===== src/rtl/counter_sequencer.sv =====
// Command sequencer for the dual counter block: round-robin arbitration between
// requesters A and B, then drives the counter's Reset/En/Slt for one command.
module counter_sequencer #(
  parameter int unsigned LEN_W = 8
) (
  input  logic             Clk,
  input  logic             Reset,
  input  logic             ValidA,
  input  logic [1:0]       OpA,
  input  logic [LEN_W-1:0] LenA,
  output logic             ReadyA,
  input  logic             ValidB,
  input  logic [1:0]       OpB,
  input  logic [LEN_W-1:0] LenB,
  output logic             ReadyB,
  input  logic             Hold,
  output logic             CntRst,
  output logic             CntEn,
  output logic             CntSlt,
  output logic             Busy,
  output logic             Done,
  output logic             DoneId
);

  localparam logic [1:0] OP_NOP   = 2'b00;
  localparam logic [1:0] OP_RUN0  = 2'b01;
  localparam logic [1:0] OP_RUN1  = 2'b10;
  localparam logic [1:0] OP_CLEAR = 2'b11;

  typedef enum logic [1:0] {
    ST_IDLE = 2'd0,
    ST_EXEC = 2'd1,
    ST_DONE = 2'd2
  } state_t;

  state_t           state, state_nxt;
  logic             ptr, ptr_nxt;            // 0 = A has priority, 1 = B
  logic [LEN_W-1:0] remaining, remaining_nxt;
  logic [LEN_W-1:0] acc_len;
  logic [1:0]       op, op_nxt;
  logic             owner, owner_nxt;
  logic             accept;
  logic             cnt_rst_nxt, cnt_en_nxt, cnt_slt_nxt;
  logic             busy_nxt, done_nxt, done_id_nxt;

  // State and registered outputs
  always_ff @(posedge Clk) begin
    if (Reset) begin
      state     <= ST_IDLE;
      ptr       <= 1'b0;
      remaining <= '0;
      op        <= OP_NOP;
      owner     <= 1'b0;
      CntRst    <= 1'b0;
      CntEn     <= 1'b0;
      CntSlt    <= 1'b0;
      Busy      <= 1'b0;
      Done      <= 1'b0;
      DoneId    <= 1'b0;
    end else begin
      state     <= state_nxt;
      ptr       <= ptr_nxt;
      remaining <= remaining_nxt;
      op        <= op_nxt;
      owner     <= owner_nxt;
      CntRst    <= cnt_rst_nxt;
      CntEn     <= cnt_en_nxt;
      CntSlt    <= cnt_slt_nxt;
      Busy      <= busy_nxt;
      Done      <= done_nxt;
      DoneId    <= done_id_nxt;
    end
  end

  // Arbitration, next-state and next-output logic
  always_comb begin
    state_nxt     = state;
    ptr_nxt       = ptr;
    remaining_nxt = remaining;
    op_nxt        = op;
    owner_nxt     = owner;
    cnt_rst_nxt   = 1'b0;
    cnt_en_nxt    = 1'b0;
    cnt_slt_nxt   = CntSlt;
    busy_nxt      = 1'b0;
    done_nxt      = 1'b0;
    done_id_nxt   = 1'b0;

    ReadyA  = (state == ST_IDLE) && !Reset && ValidA && (!ptr || !ValidB);
    ReadyB  = (state == ST_IDLE) && !Reset && ValidB && (ptr || !ValidA);
    accept  = ReadyA || ReadyB;
    acc_len = ReadyB ? LenB : LenA;

    case (state)
      ST_IDLE: begin
        if (accept) begin
          owner_nxt = ReadyB;
          op_nxt    = ReadyB ? OpB : OpA;
          ptr_nxt   = ReadyA;
          // Commands with no counter work skip EXEC so Done lands at T+1
          case (op_nxt)
            OP_CLEAR: begin
              cnt_rst_nxt = 1'b1;
              state_nxt   = ST_EXEC;
            end
            OP_RUN0, OP_RUN1: begin
              if (acc_len != '0) begin
                cnt_en_nxt    = 1'b1;
                cnt_slt_nxt   = op_nxt[1];
                remaining_nxt = acc_len - LEN_W'(1);
                state_nxt     = ST_EXEC;
              end else begin
                state_nxt = ST_DONE;
              end
            end
            default: state_nxt = ST_DONE;
          endcase
        end
      end
      ST_EXEC: begin
        // remaining counts enable cycles still to issue after the current one
        if ((op == OP_CLEAR) || (remaining == '0)) begin
          state_nxt = ST_DONE;
        end else if (!Hold) begin
          cnt_en_nxt    = 1'b1;
          remaining_nxt = remaining - LEN_W'(1);
        end
      end
      ST_DONE: state_nxt = ST_IDLE;
      default: state_nxt = ST_IDLE;
    endcase

    done_nxt    = (state_nxt == ST_DONE);
    done_id_nxt = done_nxt && owner_nxt;
    busy_nxt    = (state_nxt != ST_IDLE);
  end

endmodule


===== config.mk =====
export PLATFORM = sky130hd
export DESIGN_NAME = counter_sequencer
export DESIGN_NICKNAME = d
export VERILOG_FILES = /design/src/rtl/counter_sequencer.sv
export SDC_FILE = /design/constraint.sdc
export NUM_CORES = 1
export LEC_CHECK = 0
export ABC_AREA = 1
export BUFFER_PORTS_ARGS = -buffer_cell sky130_fd_sc_hd__buf_4
export CORE_UTILIZATION = 54
export CTS_CLUSTER_SIZE = 16
export DETAILED_ROUTE_END_ITERATION = 8
export PLACE_DENSITY = 0.81
export REMOVE_ABC_BUFFERS = 1
export SLEW_MARGIN = 5
export SYNTH_ARGS = -nofsm -noshare
export SYNTH_HDL_FRONTEND = slang
export SYNTH_SLANG_ARGS = --single-unit

===== constraint.sdc =====
create_clock -name Clk -period 2.5 [get_ports Clk]
set_input_delay 0.125 -clock Clk [delete_from_list [all_inputs] [get_ports Clk]]
set_output_delay 0.125 -clock Clk [all_outputs]
set_load 0.01 [all_outputs]

==> flow_summary_export.csv <==
group,metric,value,unit
power_and_ir_drop,cellPowerDensity,667.0,nW/um^2
placement,port_buffers,32,
power_and_ir_drop,net-switching-power,0.4645,mW
setup_path,r2r_setup_slack,0.23,ns
setup_path,cp_max_fo,14,
timing,maxSlewViolCount,0,
cts,tritoncts,"built",
die,num_rows,18,
power_and_ir_drop,power.clock.fraction,22.5,%
placement,dpl.cell_count,299,
setup_path,worst_setup_path_end_kind,"register",
grt,overflow,0,
grt,grt_pass1_vias,1325,
die,i_o_pin_total,33,
timing,finalSetupViolCount,0,
hold_path,hold_class,"in2reg",
cells_and_area,area.growth.synth_to_final,21.19,%
flow_run,max_cap_violations,0,
cts,clk_latency,0.31,ns
die,initial_utilization,58.70,%
die,dieWidth,54.60,um
die,floorplan.die_area,2981,um^2
grt,grt_max_degree,15,
setup_path,startpoint_type,"register",
cells_and_area,nets,303,
placement,post-dp-hpwl,2638,um
synth,instance_count_of_the_mapped_netlist,240,
synth,number_of_synthesized_register_bits,20,
timing,timing_hold_violations_final,0,
grt,groute.usage.overall,25.46,%
timing,fin_tns_setup,0,ns
grt,wire_length_of_the_first_global_routing_pass,5464,um
drt,ant_nets,0,
timing,tightestPinTransition,0.3988,ns
cts,clock_tree.htree_level_count,1,
setup_path,critical_path_class,"reg2reg",
power_and_ir_drop,reported_leakage_power,1.031,nW
cts,cts_max_path_buffers,2,
timing,grt_setup_unrepaired,"no",
drt,avgViaCountPerCell,4.961,
die,vert_die_dim,54.60,um
timing,max-slew-margin-rel,73.38,%
setup_path,crit_buf_inv,3,
drt,detailedRoute.firstIterationViolations,65,
synth,syn_area,1494,um^2
die,core_area,2545,um^2
setup_path,critPathMaxStageDelay,0.34,ns
timing,clock-skew-final,0.002289,ns
power_and_ir_drop,swShare,38.46,%
synth,sequential_fraction_of_the_synthesis_area,26.80,%
setup_path,crit_path_cell_trace,"inv_2 > nand2_2 > nor2_4 > nand2_4 > inv_2 > or2_2 > o21ai_0 > ha_1 > inv_1 > o22ai_1 > a21boi_0 > nand2_2 > nor2_1 > nor2_1",
cells_and_area,antennaDiodeCount,0,
power_and_ir_drop,power_share_of_the_sequential_group,33.2,%
synth,avgSynthCellArea,6.225,um^2
drt,route.final.wire_length,3424,um
grt,grt_antenna_before_repair,0,
cts,clock_tree.root_cell,"clkbuf_4",
synth,yosys_warnings,0,
cts,post_cts_hold_buffer_count,0,
power_and_ir_drop,p_int,0.7432,mW
timing,finalCriticalPeriod,2.273,ns
cts,number_of_clock_sinks,20,
run_status,result_of_the_run,"completed",
drt,routed-via-count,1508,
power_and_ir_drop,worst_vdd_drop,0.5005,mV
timing,fmax,440.0,MHz
setup_path,worst_ep_arrival_time,2.49,ns
cells_and_area,finish.utilization,71.14,%
setup_path,required,2.72,ns
drt,drt_first_pass_iters,4,
power_and_ir_drop,share_comb_of_total_power,44.3,%
placement,gp_routability_congestion,0.8849,
cells_and_area,fillCellCount,219,
setup_path,critPathSlowestCell,"dfxtp_1",
cts,number_of_buffers_added_by_the_clock_tree_synthesis_step,3,
cells_and_area,drive_above_1_share,26.64,%
cells_and_area,final-instance-count-excl-fill,304,
drt,wl_per_cell,11.26,um
setup_path,critPathTopFamily,"simple AND/OR/NAND/NOR gates",
drt,route.detailed.drc,0,
synth,synth_cell_type_count,31,
timing,final.period_utilization,90.90,%
cts,path_clk_slew,0.12,ns
## metrics by stage
| step | worst slack [ns] | cell area [um^2] | hold slack (ns) | power [mW] |
|---|---|---|---|---|
| final | 0.2275 | 1810 | 0.05091 | 1.208 |
| after global routing | 0.05822 | 1810 | 0.03329 | 1.296 |
| after CTS | 0.1305 | 1803 | 0.04335 | 1.200 |
| after detailed placement | 0.1578 | 1750 | 0.3764 | 0.9290 |
| after global placement | 0.2610 | 1750 | 0.3740 | 0.9216 |
| after floorplan | 0.2373 | 1443 | 0.1941 | 0.7787 |
## flip-flops by register name (all words and copies together) (netlist names)
name and flops:
remaining 8, op 2, state 2, Busy 1, CntEn 1, CntRst 1, CntSlt 1, Done 1
DoneId 1, owner 1, ptr 1
## worst reg2reg max path: stages (launching register included)
cell and delay [ns]:
dfxtp_1 0.34, inv_2 0.05, nand2_2 0.09, nor2_4 0.13, nand2_4 0.13, inv_2 0.11, or2_2 0.11, o21ai_0 0.14
ha_1 0.34, inv_1 0.05, o22ai_1 0.15, a21boi_0 0.24, nand2_2 0.13, nor2_1 0.14, nor2_1 0.05
## final timing paths
check	startpoint	endpoint	depth (start not counted)
worst min-delay path	Reset	CntEn	2
worst max-delay path	state[1]	remaining[6]	14
worst min register to register	CntSlt	CntSlt	2
worst max register to register	state[1]	remaining[6]	14
## per-layer routing
metal	up-vias	part of all wire, %	track usage, %
met2	62	42	40.96
li1	799	-	-
met4	0	1.1	6.410
met1	642	48	35.33
met5	-	0	0
met3	5	8.9	3.333
## power groups by stage
| stage | registers [mW] | clock network, mW | logic [mW] |
|---|---|---|---|
| after floorplan | 0.406 | 0 | 0.373 |
| after global placement | 0.407 | 0 | 0.515 |
| after detailed placement | 0.407 | 0 | 0.522 |
| after CTS | 0.400 | 0.273 | 0.527 |
| after global routing | 0.406 | 0.286 | 0.604 |
| final | 0.401 | 0.271 | 0.535 |
## cell usage after synthesis
cell type	instances	area, um^2
a21boi_0	1	7.510
or2_2	5	31.28
nand2_2	7	43.79
nand4_1	1	6.260
nor2_2	5	31.28
inv_2	5	18.77
o21ai_0	4	20.02
inv_1	32	120.1
a21boi_4	1	18.77
o31ai_1	1	7.510
buf_6	3	33.78
clkbuf_1	2	7.510
nand2_1	85	319.1
nand2_4	3	33.78
dfxtp_1	20	400.4
a211oi_1	1	7.510
nor4_1	2	12.51
nand3b_1	7	52.55
buf_2	2	10.01
o21bai_1	1	7.510
xor2_1	1	8.760
nand3_2	1	10.01
nand3_1	16	80.08
o22ai_1	1	6.260
a21oi_1	3	15.01
nor2_1	21	78.83
nor2_4	3	33.78
o211ai_1	1	7.510
a21oi_2	1	8.760
nand3_4	1	17.52
ha_1	3	37.54
## cell families (layout without fill, tap and decap cells)
logic type | Yosys count | after routing | synth area share [%]
adders and majority gates | 3 | 3 | 2.513
buffers and inverters | 44 | 78 | 12.73
and+or+nand+nor | 157 | 157 | 50.25
xor gates and xnor gates | 1 | 1 | 0.5864
AOI/OAI and AO/OA | 15 | 15 | 7.120
DFF | 20 | 20 | 26.80
## timing repair
action / CTS / global route
gates resized for setup: 0 / 1
endpoints found under the setup margin: 0 / 4
endpoints found under the hold margin: 0 / 0
setup buffers: 0 / 1
## cell usage in the layout, fill, tap and decap left out, types with 2 or more instances in the layout
| cell | Yosys | final |
|---|---|---|
| inv_1 | 32 | 32 |
| or2_2 | 5 | 5 |
| dfxtp_1 | 20 | 20 |
| inv_2 | 5 | 5 |
| nor4_1 | 2 | 2 |
| ha_1 | 3 | 3 |
| buf_4 | 0 | 37 |
| nor2_2 | 5 | 5 |
| o21ai_0 | 4 | 3 |
| nand3b_1 | 7 | 7 |
| nor2_4 | 3 | 3 |
| nand2_2 | 7 | 7 |
| clkbuf_4 | 0 | 3 |
| nand2_4 | 3 | 3 |
| nor2_1 | 21 | 21 |
| nand3_1 | 16 | 16 |
| nand2_1 | 85 | 85 |
| a21oi_1 | 3 | 3 |
## final cells by class
type | instances | area, um^2 | area share, %
multi-input cells | 176 | 903.4 | 49.90
flip-flops and latches | 20 | 400.4 | 22.11
repair buffers | 37 | 277.8 | 15.34
inverters | 37 | 138.9 | 7.671
well taps | 30 | 37.54 | 2.073
clock inverters | 1 | 30.03 | 1.659
clock buffers | 3 | 22.52 | 1.244
No activity file was read; power rests on OpenSTA's default activity.
